[src/rtl/loop_control_pkg.sv]
// Shared types and defaults for the LOOP/CONTROL gate sequencing blocks.
package loop_control_pkg;

    // Default width of the sequencer cycle counters and on-time report.
    localparam int CNT_W_DEFAULT = 8;

    // Sequencer phases: dead-time wait, high-side on, low-side off, delay fault.
    typedef enum logic [2:0] {
        IDLE  = 3'd0,
        DEAD  = 3'd1,
        ON    = 3'd2,
        OFF   = 3'd3,
        FAULT = 3'd4
    } state_t;

endpackage

[src/rtl/loop_control_sync2.sv]
// Two-flop synchronizer for a single asynchronous level into the CELCLK domain.
module loop_control_sync2 (
    input  logic CELCLK,
    input  logic CELRST,
    input  logic d,
    output logic q
);

    logic meta;

    // Shift the asynchronous input through two flops; both clear on reset.
    always_ff @(posedge CELCLK) begin
        // NOTE: non-blocking assignments let both flops sample the old values, so this stays a true two-stage shift.
        if (CELRST) begin
            meta <= 1'b0;
            q    <= 1'b0;
        end else begin
            meta <= d;
            q    <= meta;
        end
    end

endmodule

[src/rtl/loop_control_pwm_sequencer.sv]
// Per-period gate sequencer: launches an edge into the fixed delay cell, uses
// the returned edge as the dead-time reference, then runs high-side on-time
// (blanked, min/max limited) followed by a fixed low-side off-time.
module loop_control_pwm_sequencer
    import loop_control_pkg::*;
#(
    parameter int CNT_W       = CNT_W_DEFAULT,
    parameter int MIN_ON      = 4,
    parameter int MAX_ON      = 200,
    parameter int MIN_OFF     = 4,
    parameter int DLY_TIMEOUT = 16
) (
    input  logic             CELCLK,
    input  logic             CELRST,
    input  logic             en,
    input  logic             start,
    input  logic             comp_trip,
    input  logic             dly_o,
    output logic             dly_i,
    output logic             hs_on,
    output logic             ls_on,
    output logic             busy,
    output logic             fault_dly,
    output logic [CNT_W-1:0] on_cycles
);

    // Terminal counts, pre-sized to the counter width.
    localparam logic [CNT_W-1:0] MIN_ON_LAST  = CNT_W'(MIN_ON - 1);
    localparam logic [CNT_W-1:0] MAX_ON_LAST  = CNT_W'(MAX_ON - 1);
    localparam logic [CNT_W-1:0] MIN_OFF_LAST = CNT_W'(MIN_OFF - 1);
    localparam logic [CNT_W-1:0] DLY_LAST     = CNT_W'(DLY_TIMEOUT - 1);
    localparam logic [CNT_W-1:0] CNT_ONE      = CNT_W'(1);

    state_t           state;
    logic [CNT_W-1:0] cnt;
    logic             dly_s;

    loop_control_sync2 u_dly_sync (
        .CELCLK (CELCLK),
        .CELRST (CELRST),
        .d      (dly_o),
        .q      (dly_s)
    );

    // Single-process FSM: every output is registered from the state being entered.
    always_ff @(posedge CELCLK) begin
        if (CELRST) begin
            state     <= IDLE;
            cnt       <= '0;
            dly_i     <= 1'b0;
            hs_on     <= 1'b0;
            ls_on     <= 1'b0;
            busy      <= 1'b0;
            fault_dly <= 1'b0;
            on_cycles <= '0;
        end else if (!en) begin
            // Abort: drop gates and fault, keep the last reported on-time.
            state     <= IDLE;
            cnt       <= '0;
            dly_i     <= 1'b0;
            hs_on     <= 1'b0;
            ls_on     <= 1'b0;
            busy      <= 1'b0;
            fault_dly <= 1'b0;
        end else begin
            // Outputs default to the IDLE decode; each transition raises what its target needs.
            dly_i     <= 1'b0;
            hs_on     <= 1'b0;
            ls_on     <= 1'b0;
            busy      <= 1'b0;
            fault_dly <= 1'b0;

            case (state)
                IDLE: begin
                    cnt <= '0;
                    if (start) begin
                        state <= DEAD;
                        dly_i <= 1'b1;
                        busy  <= 1'b1;
                    end
                end

                DEAD: begin
                    // The returned edge wins over a coincident timeout.
                    if (dly_s) begin
                        state <= ON;
                        cnt   <= '0;
                        dly_i <= 1'b1;
                        hs_on <= 1'b1;
                        busy  <= 1'b1;
                    end else if (cnt == DLY_LAST) begin
                        state     <= FAULT;
                        cnt       <= '0;
                        fault_dly <= 1'b1;
                    end else begin
                        cnt   <= cnt + CNT_ONE;
                        dly_i <= 1'b1;
                        busy  <= 1'b1;
                    end
                end

                ON: begin
                    // Trip is only honoured once the blanking window has elapsed.
                    if ((comp_trip && (cnt >= MIN_ON_LAST)) || (cnt == MAX_ON_LAST)) begin
                        state     <= OFF;
                        on_cycles <= cnt + CNT_ONE;
                        cnt       <= '0;
                        ls_on     <= 1'b1;
                        busy      <= 1'b1;
                    end else begin
                        cnt   <= cnt + CNT_ONE;
                        dly_i <= 1'b1;
                        hs_on <= 1'b1;
                        busy  <= 1'b1;
                    end
                end

                OFF: begin
                    // A start tick arriving here is simply not looked at.
                    if (cnt == MIN_OFF_LAST) begin
                        state <= IDLE;
                        cnt   <= '0;
                    end else begin
                        cnt   <= cnt + CNT_ONE;
                        ls_on <= 1'b1;
                        busy  <= 1'b1;
                    end
                end

                FAULT: begin
                    // Sticky until en drops.
                    cnt       <= '0;
                    fault_dly <= 1'b1;
                end

                default: begin
                    state <= IDLE;
                    cnt   <= '0;
                end
            endcase
        end
    end

endmodule

[config.mk]
export PLATFORM = sky130hd
export DESIGN_NAME = loop_control_pwm_sequencer
export DESIGN_NICKNAME = d
export VERILOG_FILES = /design/src/rtl/loop_control_pkg.sv /design/src/rtl/loop_control_sync2.sv /design/src/rtl/loop_control_pwm_sequencer.sv
export SDC_FILE = /design/constraint.sdc
export NUM_CORES = 1
export LEC_CHECK = 0
export CORE_AREA = 2 2 62 64
export CTS_CLUSTER_DIAMETER = 80
export DETAILED_ROUTE_END_ITERATION = 12
export DIE_AREA = 0 0 64 66
export DONT_BUFFER_PORTS = 1
export GPL_TIMING_DRIVEN = 0
export PLACE_DENSITY = 0.43
export RECOVER_POWER = 50
export SETUP_SLACK_MARGIN = 0.05
export SYNTH_ARGS = -nofsm -noshare
export SYNTH_HDL_FRONTEND = slang
export SYNTH_SLANG_ARGS = --single-unit
[constraint.sdc]
create_clock -name CELCLK -period 3.55 [get_ports CELCLK]
set_input_delay 0.71 -clock CELCLK [delete_from_list [all_inputs] [get_ports CELCLK]]
set_output_delay 0.71 -clock CELCLK [all_outputs]
set_load 0.01 [all_outputs]
# After elaboration in Yosys (flattened, before gate mapping)
# Cells that the tools add are included.
# Widths: inputs -> output; s select.
[classes] n_lt_le_gt_ge=1 n_bitwise=2 n_reduce_logical=6 n_mux=25 n_eq_ne=11 n_addsub=1
[op_table] op="$mux 8" n=4
[op_table] op="$pmux 8 s3" n=1
[op_table] op="$mux 3" n=5
[op_table] op="$pmux 3 s5" n=1
[op_table] op="$mux 1" n=9
[op_table] op="$add 8x1->8 const B" n=1
[op_table] op="$eq 8x2->1 const B" n=1
[op_table] op="$eq 8x4->1 const B" n=1
[op_table] op="$eq 8x8->1 const B" n=1
[op_table] op="$ge 8x2->1 const B" n=1
[op_table] op="$eq 3x2->1 const B" n=2
[op_table] op="$ne 2x2->1 const B" n=3
[op_table] op="$pmux 1 s2" n=3
[op_table] op="$reduce_and 5->1" n=1
[op_table] op="$pmux 1 s4" n=1
[op_table] op="$eq 3x1->1 const B" n=1
[op_table] op="$eq 3x3->1 const B" n=1
[op_table] op="$logic_not 3->1" n=1
[op_table] op="$ne 3x2->1 const B" n=1
[op_table] op="$pmux 1 s3" n=1
[op_table] op="$reduce_and 3->1" n=1
[op_table] op="$not 1->1" n=2
[op_table] op="$reduce_or 2->1" n=1
[op_table] op="$logic_and 1x1->1" n=1
[op_table] op="$logic_or 1x1->1" n=1
[totals] reg_bits=26 input_bits=6 output_inout_bits=13 word_cells=56

# Depth between registers and ports, before layout
[logic_depth] word_depth=5 mapped_depth=7 ltp_nobuf=6

# Hierarchy
# From an unflattened synthesis, not the netlist that was laid out.
[hier_totals] hier_cells=128 hier_area_um2=1182.4
[by_module_without_submodules] module="loop_control_pwm_sequencer" n_inst=1 cells_each=124 area_per_inst_um2=1129.8 seq_area_each_um2=480.5
[by_module_without_submodules] module="loop_control_sync2" n_inst=1 cells_each=4 area_per_inst_um2=52.6 seq_area_each_um2=40.0

# Least setup slack after synthesis
# No wires, ideal clock.
[synth_path] path_type="flip-flop to flip-flop" start="register cnt[0]" end="register on_cycles[5]" path_buffers=1 arrival_time_ns=1.762 synth_period_minus_slack_ns=1.843 slack_ns=1.707 setup_ns=0.080 path_stages_with_launch=8 required_time_ns=3.470 path_cell_list="dfxtp_1 -> ha_1 -> nor4b_1 -> nand4_1 -> a21oi_2 -> buf_6 -> nor2_1 -> a211oi_2"
[synth_via] elab_chain_len=4 elab_cells_between_ends=6 cone_classes="add/sub: 1; order compare: 1; eq/ne: 1; reduce/logical: 3"
[synth_rtl] item="start, declared" line="loop_control_pwm_sequencer.sv:35" rtl="logic [CNT_W-1:0] cnt;"
[synth_rtl] item="start signal, assigned" line="loop_control_pwm_sequencer.sv:96" rtl="cnt <= cnt + CNT_ONE;"
[synth_rtl] item="start signal, assigned" line="loop_control_pwm_sequencer.sv:111" rtl="cnt <= cnt + CNT_ONE;"
[synth_rtl] item="start signal, assigned" line="loop_control_pwm_sequencer.sv:124" rtl="cnt <= cnt + CNT_ONE;"
[synth_rtl] item="$ge 8x2->1" line="loop_control_pwm_sequencer.sv:104" rtl="if ((comp_trip && (cnt >= MIN_ON_LAST)) || (cnt == MAX_ON_LAST)) begin"
[synth_rtl] item="$logic_and 1x1->1" line="loop_control_pwm_sequencer.sv:104"
[synth_rtl] item="$logic_or 1x1->1" line="loop_control_pwm_sequencer.sv:104"
[synth_rtl] item="$reduce_and 3->1 (no source line)"
[synth_rtl] item="end signal, assigned" line="loop_control_pwm_sequencer.sv:106" rtl="on_cycles <= cnt + CNT_ONE;"
[synth_rtl] item="end, declared" line="loop_control_pwm_sequencer.sv:24" rtl="output logic [CNT_W-1:0] on_cycles"
# Several ways; a longest one is shown, not always the timed one.
# A chain may end at the register's enable or synchronous reset.

# Worst setup path in the final report
[layout_path] start="register cnt[0]" end="register on_cycles[6]"
# Same word-level chain as after synthesis.

==> flow_summary.ini <==
[place]
place_ws_ns = 1.39
dp_hpwl_um = 1650
portBuffers = 0
gp_congestion = 0.760
dpl.cell_count = 167

[drt]
vias = 834
ant_nets = 0
drt-vias-per-instance = 4.91
routed_wl_um = 2290
drt_iter0_drc = 40
first_pass_iters = 4
post-route-drc-count = 0
wl_per_cell_um = 13.4

[yosys]
synth.area.top_cells = dfxtp_1, a211oi_2, nor2_1
synth_cell_types = 41
synth_top_area_share_pct = 46.0
synth-seq-cells = 26
synth_top_area_cell = dfxtp_1
syn_area_per_cell_um2 = 9.52
syn_area_um2 = 1130
seq_area_frac_synth_pct = 46.0
syn_nets = 126
synth_cells = 119
ys_warn_count = 0

[job]
cap_viol_max_count = 0

[clock_tree]
clkTransAtPathRegs_ns = 0.14
ctsHtreeMaxLevel = 1
postCtsSetupRepairBufs = 0
clock-root-buffer = clkbuf_4
cts_buffers = 3
cts_buffer_depth = 2
cts_tree = yes
cts_num_sinks = 26
clk_latency_ns = 0.32
cts_resized = 0
ctsHoldBuffers = 0

[worst_hold_path]
min_path_type = flop to flop

[power]
power.density_nw_per_um2 = 361
p_leak_nw = 0.413
peakVddDrop_mv = 0.128
power_mw = 0.438

[global_route]
grt_pass1_wl_um = 4080
use_met2_pct = 21.2
busiest_layer = met2
grt_max_degree = 14
groute.usage.overall_pct = 12.5
use_met3_pct = 2.21
gr-usage-met1_pct = 15.8
antenna_found_initial = 0
grt_pass1_vias = 856
grt.overflow.total = 0

[timing]
fin_setup_tns_ns = 0
maxSlewViolCount = 0
clock.fmax_mhz = 460
worstMarginPinSlew_ns = 0.639
rsz0062_at_grt = no
timing.final.crit_share_pct = 61.3
hold_viol_final = 0
fin_ws_ns = 1.38
worst_clock_skew_ns = 0.00630
finalSetupViolCount = 0
max-slew-margin-rel_pct = 57.4
min_period_ns = 2.17

[setup_path]
start_kind = flop
crit_slowest_cell = dfxtp_1
cp_data_required_time_ns = 3.80
cpPeakStageDelay_ns = 0.42
critPathCaptureType = flop
critPathArrivalTime_ns = 2.43
path_cells = ha_1, nor4b_1, nand4_1, a21oi_2, buf_6, nor2_1, a211oi_2
path_buf_inv = 1
crit_path_max_fanout = 10
crit_family = compound AO/OA/AOI/OAI gates
criticalPathCategory = flop to flop

[layout]
fill_cells = 394
synthToLayoutAreaGrowth_pct = 7.18
n_antenna_cell = 0
instances_no_fill = 170
layout-drive-gt1-share_pct = 15.6
fin_nets = 131

[outcome]
status = finished clean

[floorplan]
fp.dieH_um = 66
start_util_pct = 31.9
fp-row-count = 22
fp.dieW_um = 64
coreArea_um2 = 3550
pin_count = 19
die_area_um2 = 4220
## state kept, by name (all words and copies together) (netlist names)
register,count
u_dly_sync.meta,1
busy,1
dly_i,1
on_cycles,8
cnt,8
u_dly_sync.q,1
hs_on,1
ls_on,1
fault_dly,1
state,3
## worst paths after layout
path / endpoint / start / cells past startpoint / slack, ns
worst max register to register: on_cycles[6] / cnt[0] / 7 / 1.38
worst min-delay path: u_dly_sync.q / u_dly_sync.meta / 1 / 0.46
worst max-delay path: on_cycles[6] / cnt[0] / 7 / 1.38
worst min register to register: u_dly_sync.q / u_dly_sync.meta / 1 / 0.46
## Yosys cell counts (all sizes together)
cell	n
nor4b	1
and3b	1
o22ai	1
nor3b	1
xor2	2
nor2	22
clkbuf	3
inv	2
a21o	2
nor3	2
a31oi	1
xnor2	4
nand4	1
nand2b	3
or4b	1
a311oi	1
o41ai	1
or4	1
o31ai	1
nand2	8
buf	2
nor4	1
dfxtp	26
nor2b	4
mux2i	1
a21oi	6
a211oi	7
nand3	3
o21bai	1
or2	1
or3	1
ha	1
and3	3
a2bb2oi	1
a211o	1
o21ai	1
## per-stage QoR
step | utilization [%] | cell area, µm² | hold slack [ns]
3_5_place_dp | 33.6 | 1190 | 0.425
2_1_floorplan | - | 1130 | 0.414
3_3_place_gp | 33.6 | 1190 | 0.432
5_1_grt | 34.2 | 1210 | 0.485
6_report | 34.2 | 1210 | 0.458
4_1_cts | 34.2 | 1210 | 0.459
## layout by cell type, fill, tap and decap left out, types with 2 or more instances in the layout
master,n
dfxtp_1,26
nor2_1,22
nand2_1,8
a211oi_2,7
a21oi_1,5
xnor2_1,4
nor2b_1,4
clkbuf_1,3
nand2b_1,3
clkbuf_4,3
nand3_1,2
a21o_1,2
inv_1,2
nor3_1,2
and3_1,2
xor2_1,2
## layer usage
metal | wire length (µm) | up-vias
met5 | 0 | -
met4 | 26 | 0
met3 | 69 | 4
met2 | 1090 | 11
met1 | 1100 | 394
li1 | - | 425
## area by class of cell
type                       count  area, µm²  area share (%)
buffer                         5       27.5            2.27
clock buffer                   3       22.5            1.86
inverter                       2       7.51           0.619
multi-input combinational     86        576            47.4
sequential                    26        520            42.9
tap                           48       60.1            4.95
## kinds of logic (layout without fill, tap and decap cells)
| logic type | Yosys count | count (layout) | share of synthesized area [%] |
|---|---|---|---|
| buffers and inverters | 7 | 10 | 3.20 |
| muxes | 1 | 1 | 0.884 |
| and+or+nand+nor | 54 | 54 | 24.5 |
| AOI/OAI and AO/OA | 24 | 24 | 19.7 |
| DFF | 26 | 26 | 46.0 |
| adders and majority gates | 1 | 1 | 1.10 |
| xor gates and xnor gates | 6 | 6 | 4.64 |
## report_power, final
part           switching [mW]  internal [mW]
clock network          0.0862         0.0397
registers             0.00181          0.295
logic                 0.00949        0.00619
Power figures use the tool's default switching activity.
